### src/rtl/imem_port_arbiter_if.sv
// Port bundle linking the instruction-SRAM arbiter to the fetch stage, the program loader and the SRAM.
// The master modport is the arbiter's view; slave is the view of everything around it.
interface imem_port_arbiter_if #(
  parameter int ADDR_W = 9,
  parameter int DATA_W = 8
);
  logic                  fetch_req;
  logic [ADDR_W-2:0]     fetch_pc;
  logic                  fetch_ack;
  logic [2*DATA_W-1:0]   fetch_instr;
  logic                  load_valid;
  logic [ADDR_W-1:0]     load_addr;
  logic [DATA_W-1:0]     load_data;
  logic                  load_ready;
  logic [ADDR_W-1:0]     mem_addr;
  logic                  mem_we;
  logic [DATA_W-1:0]     mem_wdata;
  logic [DATA_W-1:0]     mem_rdata;
  logic                  busy;

  modport master (
    input  fetch_req, fetch_pc, load_valid, load_addr, load_data, mem_rdata,
    output fetch_ack, fetch_instr, load_ready, mem_addr, mem_we, mem_wdata, busy
  );

  modport slave (
    output fetch_req, fetch_pc, load_valid, load_addr, load_data, mem_rdata,
    input  fetch_ack, fetch_instr, load_ready, mem_addr, mem_we, mem_wdata, busy
  );
endinterface

### src/rtl/imem_port_arbiter.sv
// Owns the single instruction-SRAM port: round-robin between loader byte writes and
// two-read 16-bit big-endian instruction fetches; ack 3 cycles after a fetch grant.
module imem_port_arbiter #(
  parameter int ADDR_W = 9,
  parameter int DATA_W = 8
) (
  input  logic                clk,
  input  logic                rst_n,
  imem_port_arbiter_if.master bus
);
  localparam int PC_W = ADDR_W - 1;

  localparam logic [1:0] IDLE  = 2'd0;
  localparam logic [1:0] WRITE = 2'd1;
  localparam logic [1:0] RD_HI = 2'd2;
  localparam logic [1:0] RD_LO = 2'd3;

  localparam logic GNT_LOAD  = 1'b0;
  localparam logic GNT_FETCH = 1'b1;

  logic [1:0]          state_q, state_d;
  logic                last_grant_q, last_grant_d;
  logic [ADDR_W-1:0]   waddr_q, waddr_d;
  logic [DATA_W-1:0]   wdata_q, wdata_d;
  logic [PC_W-1:0]     pc_q, pc_d;
  logic [DATA_W-1:0]   hi_q, hi_d;
  logic                ack_q, ack_d;
  logic [2*DATA_W-1:0] instr_q, instr_d;
  logic                grant_load, grant_fetch;

  // On a tie the side that did not win last time gets the port.
  always_comb begin
    grant_load  = 1'b0;
    grant_fetch = 1'b0;
    if (state_q == IDLE) begin
      if (bus.load_valid && bus.fetch_req) begin
        grant_load  = (last_grant_q == GNT_FETCH);
        grant_fetch = (last_grant_q == GNT_LOAD);
      end else begin
        grant_load  = bus.load_valid;
        grant_fetch = bus.fetch_req;
      end
    end
  end

  always_comb begin
    state_d      = state_q;
    last_grant_d = last_grant_q;
    waddr_d      = waddr_q;
    wdata_d      = wdata_q;
    pc_d         = pc_q;
    hi_d         = hi_q;
    ack_d        = 1'b0;
    instr_d      = instr_q;
    case (state_q)
      IDLE: begin
        if (grant_load) begin
          waddr_d      = bus.load_addr;
          wdata_d      = bus.load_data;
          last_grant_d = GNT_LOAD;
          state_d      = WRITE;
        end else if (grant_fetch) begin
          pc_d         = bus.fetch_pc;
          last_grant_d = GNT_FETCH;
          state_d      = RD_HI;
        end
      end
      WRITE: state_d = IDLE;
      RD_HI: begin
        hi_d    = bus.mem_rdata;
        state_d = RD_LO;
      end
      RD_LO: begin
        instr_d = {hi_q, bus.mem_rdata};
        ack_d   = 1'b1;
        state_d = IDLE;
      end
      default: state_d = IDLE;
    endcase
  end

  always_ff @(posedge clk or negedge rst_n) begin
    if (!rst_n) begin
      state_q      <= IDLE;
      last_grant_q <= GNT_FETCH;
      waddr_q      <= '0;
      wdata_q      <= '0;
      pc_q         <= '0;
      hi_q         <= '0;
      ack_q        <= 1'b0;
      instr_q      <= '0;
    end else begin
      state_q      <= state_d;
      last_grant_q <= last_grant_d;
      waddr_q      <= waddr_d;
      wdata_q      <= wdata_d;
      pc_q         <= pc_d;
      hi_q         <= hi_d;
      ack_q        <= ack_d;
      instr_q      <= instr_d;
    end
  end

  // SRAM controls decode straight from state so an async reset kills a write at once.
  always_comb begin
    bus.mem_addr  = '0;
    bus.mem_we    = 1'b0;
    bus.mem_wdata = '0;
    case (state_q)
      WRITE: begin
        bus.mem_addr  = waddr_q;
        bus.mem_we    = 1'b1;
        bus.mem_wdata = wdata_q;
      end
      RD_HI:   bus.mem_addr = {pc_q, 1'b0};
      RD_LO:   bus.mem_addr = {pc_q, 1'b1};
      default: bus.mem_addr = '0;
    endcase
  end

  assign bus.load_ready  = (state_q == IDLE) && !(bus.load_valid && grant_fetch);
  assign bus.fetch_ack   = ack_q;
  assign bus.fetch_instr = instr_q;
  assign bus.busy        = (state_q != IDLE);
endmodule

### src/flat_wrapper.sv
// flat-port wrapper written by rule: the top's interface ports become plain ports
module imem_port_arbiter_flat 
#(
  parameter int ADDR_W = 9,
  parameter int DATA_W = 8
)
  (clk, rst_n, bus_fetch_req, bus_fetch_pc, bus_load_valid, bus_load_addr, bus_load_data, bus_mem_rdata, bus_fetch_ack, bus_fetch_instr, bus_load_ready, bus_mem_addr, bus_mem_we, bus_mem_wdata, bus_busy);
  imem_port_arbiter_if #(.ADDR_W(ADDR_W), .DATA_W(DATA_W)) bus_i ();
  input  logic clk;
  input  logic rst_n;
  input wire logic [$bits(bus_i.fetch_req)-1:0] bus_fetch_req;
  input wire logic [$bits(bus_i.fetch_pc)-1:0] bus_fetch_pc;
  input wire logic [$bits(bus_i.load_valid)-1:0] bus_load_valid;
  input wire logic [$bits(bus_i.load_addr)-1:0] bus_load_addr;
  input wire logic [$bits(bus_i.load_data)-1:0] bus_load_data;
  input wire logic [$bits(bus_i.mem_rdata)-1:0] bus_mem_rdata;
  output wire logic [$bits(bus_i.fetch_ack)-1:0] bus_fetch_ack;
  output wire logic [$bits(bus_i.fetch_instr)-1:0] bus_fetch_instr;
  output wire logic [$bits(bus_i.load_ready)-1:0] bus_load_ready;
  output wire logic [$bits(bus_i.mem_addr)-1:0] bus_mem_addr;
  output wire logic [$bits(bus_i.mem_we)-1:0] bus_mem_we;
  output wire logic [$bits(bus_i.mem_wdata)-1:0] bus_mem_wdata;
  output wire logic [$bits(bus_i.busy)-1:0] bus_busy;
  assign bus_i.fetch_req = bus_fetch_req;
  assign bus_i.fetch_pc = bus_fetch_pc;
  assign bus_i.load_valid = bus_load_valid;
  assign bus_i.load_addr = bus_load_addr;
  assign bus_i.load_data = bus_load_data;
  assign bus_i.mem_rdata = bus_mem_rdata;
  assign bus_fetch_ack = bus_i.fetch_ack;
  assign bus_fetch_instr = bus_i.fetch_instr;
  assign bus_load_ready = bus_i.load_ready;
  assign bus_mem_addr = bus_i.mem_addr;
  assign bus_mem_we = bus_i.mem_we;
  assign bus_mem_wdata = bus_i.mem_wdata;
  assign bus_busy = bus_i.busy;
  imem_port_arbiter #(.ADDR_W(ADDR_W), .DATA_W(DATA_W)) u_core (.clk(clk), .rst_n(rst_n), .bus(bus_i));
endmodule
### config.mk
export PLATFORM = sky130hd
export DESIGN_NAME = imem_port_arbiter_flat
export DESIGN_NICKNAME = d
export VERILOG_FILES = /design/src/rtl/imem_port_arbiter_if.sv /design/src/rtl/imem_port_arbiter.sv /design/src/flat_wrapper.sv
export SDC_FILE = /design/constraint.sdc
export NUM_CORES = 1
export LEC_CHECK = 0
export ABC_AREA = 1
export CORE_ASPECT_RATIO = 1.75
export CORE_UTILIZATION = 40
export DETAILED_ROUTE_END_ITERATION = 10
export GPL_TIMING_DRIVEN = 0
export MAX_ROUTING_LAYER = met4
export PLACE_DENSITY = 0.7
export SYNTH_ARGS = -nofsm -noshare
export SYNTH_HDL_FRONTEND = slang
export SYNTH_SLANG_ARGS = --single-unit
### constraint.sdc
create_clock -name clk -period 3.64 [get_ports clk]
set_input_delay 0.546 -clock clk [delete_from_list [all_inputs] [get_ports clk]]
set_output_delay 0.546 -clock clk [all_outputs]
set_load 0.01 [all_outputs]
==> qor.txt <==
Status -> finished clean
Worst path arrival time -> 1.94 ns
Initial antenna violation count -> 0
Worst slew pin tran -> 0.601 ns
Crit path to -> bus_mem_addr[5]
Fraction of the yosys area taken by sequential cells -> 56.2%
Worst setup SP type -> flop
Critical Path RT -> 3.09 ns
Period utilization -> 68.4%
Root Driver -> clkbuf_8
Max FO, Critical Path -> 9
Post-place instance area -> 3200 um^2
DIE AREA -> 6230 um^2
I/O pin count -> 74
Number of antenna diodes -> 0
Setup bufs post-CTS -> 0
Vias in the first global route -> 1909
Top_reg_cell synth -> dfrtp_1
Final #Nets -> 383
Routed Antenna Nets -> 0
Drt total wl -> 5.15 mm
Via count -> 1917
DRT iter0 DRCs -> 85
Design Power -> 0.00263 W
Hold Buf Count CTS -> 0
Final Util -> 58.6%
FMAX -> 402 MHz
Cell Area, Synth -> 2360 um^2
FP Rows -> 36
Hold Crit Class -> in -> async
HPWL Detailed -> 3.92 mm
Setup TNS -> 0 ns
Gr ovfl total -> 0
Wire length per cell -> 12.2 um
Number of synthesized flops with an enable pin -> 0
Critical path class -> reg -> out
Minimum clock period -> 2.49 ns
Lkg Pwr -> 1.64 nW
Number of synthesized register bits -> 53
Initial Util -> 41.9%
Filler instances -> 518
Die width -> 60.1 um
Clk sinks -> 53
Avg Cell Area, Syn -> 8.91 um^2
Worst clock skew -> 0.0115 ns
Post-synth top area cell -> dfrtp_1
# DRC -> 0
CTS max path bufs -> 2
Cells resized by post-CTS repair -> 0
Synth async-reset ratio -> 100%
Capturing point of the worst reg2reg path -> u_core.bus.fetch_instr[0]
Mapped Nets -> 302
CTS clk-pin slew, worst paths -> 0.11 ns
WL met1 -> 2.08 mm
Worst vdd ir -> 0.417 mV
Final instance area -> 3300 um^2
CORE AREA -> 5630 um^2
Die H -> 104 um
Fraction of layout cells with a size suffix above 1 -> 12.7%
Gp weighted congestion -> 0.775
Slew Viols, Final -> 0
Max-cap violations -> 0
Cts bufs inserted -> 5
Met3 wire length -> 154 um
Syn Inst Count -> 265
DR top layer -> met4
First-pass GRT wire length -> 8.72 mm
H-Tree Depth -> 2
Metal2 WL -> 2.85 mm
Slew HR -> 59.9%
Hold Vio Cnt, Final -> 0
Pin count of the biggest net entering global routing -> 28
PD cells -> 796 nW/um^2
Reg-to-Reg Start -> u_core.state_q[1]
Post-synth top area share -> 55.1%
CTS tree -> done
Yosys cell types -> 19
Port bufs -> 73
Final setup fails -> 0
Setup slack, reg-to-reg -> 2.33 ns
Total track usage -> 18.8%
Worst setup EP type -> output pin
Synth top area cells -> dfrtp_1 55%, nand2_1 18%, o21ai_2 5.9%, inv_1 4.5%, nand3_1 3.4%
YS warnings -> 0
P&R area growth vs syn -> 39.6%
Critical path startpoint -> u_core.state_q[0]
Reg2reg path depth -> 4
Worst skew pair latency -> 0.31 ns
Drt via density -> 4.53
First-pass DRT Iterations -> 5
RSZ-0062 raised after global routing -> false
## cell type report
cell class	count	area, um^2	share of cell area (%)
Sequential cell	53	1330	40.3
Multi-Input combinational cell	172	828	25.1
Timing Repair Buffer	74	746	22.6
Inverter	30	113	3.42
Tap cell	76	95.1	2.88
Buffer	10	92.6	2.81
Clock buffer	5	68.8	2.09
Clock inverter	3	26.3	0.797
## flip-flops by register name, summed over array words and instances, names as in the netlist
register / cells
u_core.last_grant_q: 1
u_core.wdata_q: 8
u_core.bus.fetch_ack: 1
u_core.bus.fetch_instr: 16
u_core.waddr_q: 9
u_core.pc_q: 8
u_core.state_q: 2
u_core.hi_q: 8
## synthesized netlist by cell type (2+ instances only)
library cell and n:
buf_6 7, nand2_1 114, o21ai_0 8, dfrtp_1 52, nor2_1 8, nand3_4 2, nand3_1 16, inv_1 28
nand3_2 2, buf_2 2, o21ai_2 16, clkinv_1 2, nand2_2 2
## stage by stage
step	setup WS (ns)	instances	hold slack, ns
after floorplan	1.95	265	0.250
after global placement	0.424	414	0.449
after detailed placement	1.22	415	0.458
after CTS	1.10	423	0.245
after global routing	1.03	423	0.271
final	1.15	423	0.232
## report_power, final
part	switching (W)	internal, W	total [W]	leakage (nW)
clock	0.000203	0.000141	0.000343	0.0487
combinational	0.000639	0.000621	0.00126	0.935
sequential	0.000155	0.000867	0.00102	0.660
total	0.000997	0.00163	0.00263	1.64
## routing by layer
metal	global-route usage, %	vias up
li1	-	970
met1	20.7	901
met2	33.5	42
met3	3.00	4
met4	5.48	0
met5	-	-
## placed cells by master (no fill, tap or decap)
cell type,instances
nand3_2,2
buf_6,7
nor2_1,8
nor2_4,1
dfstp_2,1
nand3_1,16
clkinv_1,2
or2_1,1
clkbuf_1,1
o21ai_2,16
clkbuf_8,5
dfrtp_1,52
inv_6,1
buf_12,1
a21boi_4,1
a31oi_1,1
nand3_4,2
nand2_1,114
buf_2,3
clkdlybuf4s50_1,72
nand2_2,2
clkinv_4,2
inv_1,28
o21ai_0,8
## how the worst min path moves through the flow
| stage | from | endpoint | slack, ns | depth (start not counted) |
|---|---|---|---|---|
| 2_1_floorplan | rst_n | u_core.bus.fetch_ack | 0.25 | 0 |
| 3_5_place_dp | u_core.wdata_q[0] | u_core.wdata_q[0] | 0.46 | 2 |
| 4_1_cts | rst_n | u_core.hi_q[4] | 0.25 | 1 |
| 3_3_place_gp | u_core.hi_q[1] | u_core.bus.fetch_instr[9] | 0.45 | 2 |
| 5_1_grt | rst_n | u_core.bus.fetch_instr[10] | 0.27 | 1 |
| 6_report | rst_n | u_core.hi_q[4] | 0.23 | 1 |
## cells by family (layout without fill, tap and decap cells)
logic type             Yosys count  count (layout)  share of synthesized area (%)
AOI/OAI and AO/OA               26              26                           8.69
buffers and inverters           40             122                           8.69
DFF                             53              53                           56.2
and+or+nand+nor                146             146                           26.4
## worst max-delay path, stage by stage, from the launching register on
cell and delay, ns:
dfrtp_1 0.48, nand2_2 0.22, clkinv_1 0.27, nand2_1 0.14, nand2_1 0.05, clkdlybuf4s50_1 0.48
Power figures use the tool's default switching activity.
